### src/rtl/seg_scan_capture.sv
// Receive-side monitor for a multiplexed active-low 7-segment bus: waits for each
// digit select to settle, decodes the glyph back to a nibble and publishes whole frames.
module seg_scan_capture #(
    parameter int DIGITS        = 8,
    parameter int SETTLE_CYCLES = 4
) (
    input  logic                  clk,
    input  logic                  rst_n,
    input  logic [DIGITS-1:0]     AN,
    input  logic [6:0]            CATH,
    input  logic                  clear,
    output logic [4*DIGITS-1:0]   digits,
    output logic [DIGITS-1:0]     digit_ok,
    output logic [DIGITS-1:0]     blank,
    output logic                  frame_done,
    output logic [15:0]           frame_count,
    output logic                  an_error,
    output logic                  glyph_error
);

    localparam logic [1:0] WAIT_SEL = 2'd0;
    localparam logic [1:0] SETTLE   = 2'd1;
    localparam logic [1:0] CAPTURED = 2'd2;

    localparam logic [3:0] SETTLE_N = 4'(SETTLE_CYCLES);

    logic [1:0]          state;
    logic [3:0]          cnt;
    logic [DIGITS-1:0]   an_q;
    logic [6:0]          cath_q;
    logic [DIGITS-1:0]   seen;
    logic [4*DIGITS-1:0] nib_w;
    logic [DIGITS-1:0]   ok_w;
    logic [DIGITS-1:0]   blank_w;
    logic                pub_pend;

    logic [DIGITS-1:0]   an_low;
    logic                sel_one;
    logic                an_idle;
    logic                in_changed;
    logic                do_sample;
    logic [DIGITS-1:0]   seen_next;
    logic [3:0]          g_nib;
    logic                g_ok;
    logic                g_blank;

    assign an_low     = ~an_q;
    assign sel_one    = (an_low != '0) && ((an_low & (an_low - 1'b1)) == '0);
    assign an_idle    = &AN;
    assign in_changed = (AN != an_q) || (CATH != cath_q);
    assign do_sample  = (state == SETTLE) && !in_changed && (cnt >= SETTLE_N);
    assign seen_next  = seen | an_low;

    always_comb begin
        g_nib   = 4'h0;
        g_ok    = 1'b1;
        g_blank = 1'b0;
        case (cath_q)
            7'b1000000: g_nib = 4'h0;
            7'b1111001: g_nib = 4'h1;
            7'b0100100: g_nib = 4'h2;
            7'b0110000: g_nib = 4'h3;
            7'b0011001: g_nib = 4'h4;
            7'b0010010: g_nib = 4'h5;
            7'b0000010: g_nib = 4'h6;
            7'b1111000: g_nib = 4'h7;
            7'b0000000: g_nib = 4'h8;
            7'b0010000: g_nib = 4'h9;
            7'b0001000: g_nib = 4'hA;
            7'b0000011: g_nib = 4'hB;
            7'b1000110: g_nib = 4'hC;
            7'b0100001: g_nib = 4'hD;
            7'b0000110: g_nib = 4'hE;
            7'b0001110: g_nib = 4'hF;
            7'b1111111: begin
                g_ok    = 1'b0;
                g_blank = 1'b1;
            end
            default:    g_ok = 1'b0;
        endcase
    end

    // Scan FSM: a position is sampled once per visit after SETTLE_CYCLES quiet cycles.
    always_ff @(posedge clk) begin
        if (!rst_n || clear) begin
            state  <= WAIT_SEL;
            cnt    <= '0;
            an_q   <= '1;
            cath_q <= '1;
        end else begin
            case (state)
                WAIT_SEL: begin
                    if (!an_idle) begin
                        state  <= SETTLE;
                        cnt    <= 4'd1;
                        an_q   <= AN;
                        cath_q <= CATH;
                    end
                end
                SETTLE: begin
                    if (an_idle) begin
                        state <= WAIT_SEL;
                        cnt   <= '0;
                    end else if (in_changed) begin
                        cnt    <= 4'd1;
                        an_q   <= AN;
                        cath_q <= CATH;
                    end else if (do_sample) begin
                        state <= CAPTURED;
                    end else begin
                        cnt <= cnt + 4'd1;
                    end
                end
                CAPTURED: begin
                    if (AN != an_q) begin
                        if (an_idle) begin
                            state <= WAIT_SEL;
                            cnt   <= '0;
                        end else begin
                            state  <= SETTLE;
                            cnt    <= 4'd1;
                            an_q   <= AN;
                            cath_q <= CATH;
                        end
                    end
                end
                default: begin
                    state <= WAIT_SEL;
                    cnt   <= '0;
                end
            endcase
        end
    end

    // Working buffer, seen mask and sticky error flags.
    always_ff @(posedge clk) begin
        if (!rst_n || clear) begin
            seen        <= '0;
            nib_w       <= '0;
            ok_w        <= '0;
            blank_w     <= '0;
            pub_pend    <= 1'b0;
            an_error    <= 1'b0;
            glyph_error <= 1'b0;
        end else if (pub_pend) begin
            seen     <= '0;
            pub_pend <= 1'b0;
        end else if (do_sample) begin
            if (sel_one) begin
                for (int unsigned i = 0; i < DIGITS; i++) begin
                    if (an_low[i]) begin
                        nib_w[4*i +: 4] <= g_nib;
                        ok_w[i]         <= g_ok;
                        blank_w[i]      <= g_blank;
                    end
                end
                if (!g_ok && !g_blank) begin
                    glyph_error <= 1'b1;
                end
                seen     <= seen_next;
                pub_pend <= &seen_next;
            end else begin
                an_error <= 1'b1;
            end
        end
    end

    always_ff @(posedge clk) begin
        if (!rst_n || clear) begin
            digits     <= '0;
            digit_ok   <= '0;
            blank      <= '0;
            frame_done <= 1'b0;
        end else begin
            frame_done <= pub_pend;
            if (pub_pend) begin
                digits   <= nib_w;
                digit_ok <= ok_w;
                blank    <= blank_w;
            end
        end
    end

    // frame_count survives clear; only reset zeroes it.
    always_ff @(posedge clk) begin
        if (!rst_n) begin
            frame_count <= '0;
        end else if (!clear && pub_pend) begin
            frame_count <= frame_count + 16'd1;
        end
    end

endmodule

### config.mk
export PLATFORM = sky130hd
export DESIGN_NAME = seg_scan_capture
export DESIGN_NICKNAME = d
export VERILOG_FILES = /design/src/rtl/seg_scan_capture.sv
export SDC_FILE = /design/constraint.sdc
export NUM_CORES = 1
export LEC_CHECK = 0
export BUFFER_PORTS_ARGS = -buffer_cell sky130_fd_sc_hd__clkbuf_2
export CAP_MARGIN = 30
export CORE_MARGIN = 2
export CORE_UTILIZATION = 50
export CTS_BUF_LIST = sky130_fd_sc_hd__clkbuf_2
export DETAILED_ROUTE_END_ITERATION = 8
export PLACE_DENSITY = 0.71
export SYNTH_ARGS = -nofsm -noshare
export SYNTH_HDL_FRONTEND = slang
export SYNTH_SLANG_ARGS = --single-unit
### constraint.sdc
create_clock -name clk -period 6.3 [get_ports clk]
set_input_delay 0.945 -clock clk [delete_from_list [all_inputs] [get_ports clk]]
set_output_delay 0.945 -clock clk [all_outputs]
set_load 0.05 [all_outputs]
==> results of run 1 <==
## registers in the layout, indices dropped and copies added, names as in the netlist
register / cells
an_error: 1
an_q: 8
blank: 8
blank_w: 8
cath_q: 7
cnt: 4
digit_ok: 8
digits: 32
frame_count: 16
frame_done: 1
glyph_error: 1
nib_w: 32
ok_w: 8
pub_pend: 1
seen: 8
state: 2
## layout make-up
cell class | count | area, sq um | share of cell area, %
clock inverters | 12 | 181 | 2.77
well taps | 143 | 179 | 2.74
diodes | 1 | 2.50 | 0.0383
repair buffers | 88 | 450 | 6.89
clock buffers | 20 | 100 | 1.53
inverters | 11 | 41.3 | 0.631
multi-input cells | 402 | 2680 | 41.0
flip-flops and latches | 145 | 2900 | 44.4
## power breakdown
part / switching (mW) / internal, mW / total [mW] / leakage (nW)
Clock: 0.332 / 0.269 / 0.601 / 0.163
Sequential: 0.0129 / 0.923 / 0.936 / 1.17
Combinational: 0.0377 / 0.0234 / 0.0611 / 1.60
## cells in the mapped netlist (2+ instances only)
master and count:
a211o_1 3, a21boi_0 3, a21oi_1 20, a22o_1 48, and2_1 15, and3_1 7
and4b_1 2, buf_1 5, buf_2 3, buf_4 3, buf_6 8, clkbuf_1 32
dfxtp_1 145, ha_1 2, inv_1 11, mux2i_1 51, nand2_1 79, nand2b_1 2
nand3_1 8, nand4_1 13, nand4b_1 3, nor2_1 26, nor2b_1 6, nor3_1 24
nor4_1 2, o21ai_0 17, o22ai_1 3, or2_2 2, or3_1 14, xnor2_1 25
xor2_1 3
## tightest hold or removal path, cell delays in order, from the launching register on
cell	delay (ps)
dfxtp_1	350
nand2_1	50
mux2i_1	50
## worst paths after layout
path | endpoint | slack, ps | cells after the start
worst max-delay path | nib_w[28] | 3600 | 6
worst min-delay path | nib_w[4] | 480 | 2
worst max register to register | nib_w[28] | 3600 | 6
worst min register to register | nib_w[4] | 480 | 2
## per-layer routing
metal | part of all wire [%] | GRT usage, %
met1 | 47 | 28.1
met2 | 46 | 31.6
met3 | 5.2 | 5.18
met4 | 1.4 | 7.56
met5 | 0 | 0
## cell families after synthesis
| kind of cell | Yosys count | synth area share [%] |
|---|---|---|
| and+or+nand+nor | 209 | 17.9 |
| DFF | 145 | 49.4 |
| AOI/OAI and AO/OA | 110 | 13.8 |
| buffers and inverters | 62 | 5.24 |
| muxes | 52 | 8.88 |
| xor gates and xnor gates | 28 | 4.17 |
| adders and majority gates | 3 | 0.596 |
==> results.tsv, run 1 <==
metric	value	unit
Setup WS pre-CTS	3140	ps
Hold Slack	478	ps
hold buffer count at cts	0	
global route overflow	0	
die width	112	microns
delay-heaviest family, CP	simple AND/OR/NAND/NOR gates	
Pwr Total	1.60	mW
CP Launch Type	flop	
number of iterations in the first detailed-routing pass	5	
Buf/Inv on CP	0	
Required @ worst endpoint	6850	ps
drt drc	0	
most frequent cells in the layout	dfxtp_1, clkbuf_2, nand2_1	
antenna violations before repair	1	
H-tree levels	4	
DR WL/cell	15.4	microns
slowest CP cell	dfxtp_1	
Final Skew	45.5	ps
top post-synthesis cells by area	dfxtp_1, mux2i_1, a22o_1	
Placed Area	6250	sq um
pwr dens	244	nW/um^2
RSZ-0062 raised after global routing	false	
max incr delay on CP	560	ps
first-pass GRT wire length	21000	microns
deepest clock path buffer count	2	
post-DP HPWL	8600	microns
Worst-Margin Slew	1020	ps
Design Area, Final	6540	sq um
Setup Fix Bufs, Post-CTS	0	
fin cells	822	
CTS Buf Count	17	
Global Route Usage Sum	20.5	%
Pleak	2.94	nW
r2r startpoint	an_q[2]	
PortBufs	84	
clk sink count	145	
CP Max Fanout	9	
fraction of registers with async set/reset	0	%
Worst VDD drop	0.151	mV
final setup fails	0	
Hold Violations, Final	0	
pin count of the biggest net entering global routing	59	
Detailed Route WL	12700	microns
Area growth syn-to-layout	11.3	%
Setup crit start	an_q[2]	
worst-skew pair later-pin latency	730	ps
syn avg cell area	9.65	sq um
post-cts repair resize count	0	
Mapped Area	5880	sq um
DRT iter0 DRCs	282	
Post-synth EDFFs	0	
vias in the first global route	4216	
Ports	85	
f_max	371	MHz
Final Max Tran Viols	0	
status	complete, no violations	
Synth top area share	49.4	%
worst path arrival time	3250	ps
most common cell after layout, fill and taps aside	dfxtp_1	
DR vias/cell	5.51	
Placer Congestion	0.854	
TritonCTS clock tree	built	
CTS Root Cell	clkbuf_2	
area leader, netlist	dfxtp_1	
Gate Count Post-Synth	609	
Final Util	57.0	%
fillers	1002	
via count	4530	
Die Y	112	microns
core area	11500	sq um
CP endpoint kind	flop	
post-placement cell count	789	
fin crit share	42.8	%
Post-DRT Antenna Nets	0	
Hold Path Origin	nib_w[4]	
Initial Util	51.2	%
setup ws final	3600	ps
post-synth net total	629	
count of cell types in the netlist	55	
share of cells above drive strength 1	19.0	%
HP Class	reg2reg	
worst-path cell chain	nand4_1 -> or4_4 -> a31oi_2 -> nand3_2 -> or3_1 -> mux2i_1	
Yosys warning total	0	
CP Class	reg2reg	
number of cell rows	39	
maxcap violations	0	
register area share after synthesis	49.4	%
Max-slew headroom	31.9	%
Net count, final	685	
#FFs+latches synth	145	
final worst path period need	2700	ps
Clock transition at path regs	200	ps
Top FF cell, synth	dfxtp_1	
die area	12600	sq um
Post-Route Setup TNS	0	ps
Note: power is estimated with default switching activity, not from simulation.
==> run 2: changes to the inputs <==
Clock period 6.3 ns to 2.5 ns, I/O delays scaled along.
==> run 2 against run 1 <==
Compared with the run above: fmax up 12%; sequential share of layout area down 2.1 points; first-iteration DRC count down 4.6%; critical endpoint is now nib_w[4]; die area unchanged; cell count up 4.9%; clock power up 130%; core utilization up 2.9 points; sequential power rose to 2.5 times the previous value; global-route usage up 1.1 points; critical path type unchanged; setup slack worse by 3500 ps; clock skew down 25 ps; register-to-register slack worse by 3500 ps; highest routed layer unchanged.
==> results.tsv, run 2 (synthesized netlist as in run 1, its figures left out) <==
metric	value	unit
GR peak layer	met2	
final setup fails	0	
DRT iter0 DRCs	269	
first-pass GRT wire length	21900	microns
H-tree levels	4	
most common cell after layout, fill and taps aside	dfxtp_1	
Hold Slack	78.6	ps
Post-DRT Antenna Nets	0	
worst-skew pair later-pin latency	710	ps
number of iterations in the first detailed-routing pass	5	
core area	11500	sq um
Setup Fix Bufs, Post-CTS	0	
biggest regs	digits x32, nib_w x32, frame_count x16	
PortBufs	84	
CP Class	reg2reg	
die width	112	microns
post-DP HPWL	9390	microns
Area growth syn-to-layout	16.8	%
fin cells	862	
Global Route Usage Sum	21.7	%
GRT met3 Usage	4.81	%
Placed Area	6460	sq um
M1 GR Usage	28.6	%
Max-slew headroom	67.5	%
Final Max Tran Viols	0	
DR vias/cell	5.47	
RSZ-0062 raised after global routing	true	
pwr dens	571	nW/um^2
Placer Congestion	0.801	
post-placement cell count	815	
Clock transition at path regs	190	ps
Pleak	3.10	nW
most frequent cells in the layout	dfxtp_1, clkbuf_2, nand2_1	
f_max	415	MHz
Worst VDD drop	0.386	mV
maxcap violations	0	
vias in the first global route	4495	
CTS Root Cell	clkbuf_2	
Worst-Margin Slew	488	ps
Hold Violations, Final	0	
Detailed Route WL	13400	microns
fin crit share	96.3	%
deepest clock path buffer count	2	
CTS Buf Count	17	
fillers	974	
CP Launch Type	flop	
worst path arrival time	3010	ps
HP Class	in2reg	
DR WL/cell	15.6	microns
final worst path period need	2410	ps
global route overflow	0	
setup ws final	92.5	ps
CP endpoint kind	flop	
Net count, final	727	
clk sink count	145	
Die Y	112	microns
via count	4717	
share of cells above drive strength 1	21.1	%
antenna violations before repair	0	
pin count of the biggest net entering global routing	50	
Antenna Cells	0	
Initial Util	51.2	%
Setup WS pre-CTS	98.7	ps
drt drc	0	
die area	12600	sq um
Design Area, Final	6870	sq um
number of cell rows	39	
Ports	85	
Required @ worst endpoint	3110	ps
Final Skew	20.1	ps
CP Max Fanout	9	
grt met2 use	34.2	%
status	complete, no violations	
TritonCTS clock tree	built	
## run 2: changes by cell type in the layout (fill, tap and decap cells not counted), moves of 2 or more
cell,before,now
clkinv_4,0,2
buf_4,4,29
clkinv_1,0,4
inv_6,2,0
dlygate4sd3_1,0,16
## run 2: metal layers
| layer | wire length (microns) | up-vias | part of all wire, % |
|---|---|---|---|
| li1 | - | 2349 | - |
| met2 | 6220 | 101 | 46 |
| met4 | 295 | 0 | 2.2 |
| met5 | 0 | - | 0 |
| met3 | 557 | 24 | 4.1 |
| met1 | 6350 | 2243 | 47 |
## run 2: layout make-up
cell class,instances,area (sq um),area share [%]
inverter,11,41.3,0.601
clock inverter,12,143,2.08
timing repair buffer,130,818,11.9
sequential,145,2900,42.3
tap,143,179,2.61
multi-input combinational,402,2690,39.1
clock buffer,19,95.1,1.38
## run 2: critical path, cell delays in order, from the launching register on
cell and delay, ps:
dfxtp_1 480, nand4_1 150, or4_4 510, a31oi_2 250, nand3_2 210, or3_1 530, mux2i_1 180
## run 2: power breakdown
| group | internal (mW) | total [mW] | switching, mW |
|---|---|---|---|
| combinational | 0.0915 | 0.210 | 0.118 |
| sequential | 2.33 | 2.35 | 0.0198 |
| clock | 0.548 | 1.36 | 0.815 |
| total | 2.97 | 3.92 | 0.953 |
## run 2: worst paths after layout
kind / startpoint / end / slack, ps / cells past startpoint
setup / recovery: an_q[1] / nib_w[4] / 90 / 6
hold reg to reg: cnt[2] / cnt[2] / 470 / 2
setup reg to reg: an_q[1] / nib_w[4] / 90 / 6
hold / removal: rst_n / frame_count[7] / 80 / 2
## run 2: what timing repair did
item	4_1_cts	5_1_grt
gates resized for setup	0	2
setup endpoints to repair	0	45
endpoints found under the hold margin	16	0
hold buffers	16	0
## run 2: metrics by stage
stage | total power [mW] | setup TNS, ps | utilization, %
floorplan | 2.51 | 0 | -
global placement | 2.57 | 0 | 56.4
detailed placement | 2.58 | 0 | 56.4
CTS | 3.94 | 0 | 59.8
global route | 4.06 | -691 | 59.9
finish | 3.92 | 0 | 59.9
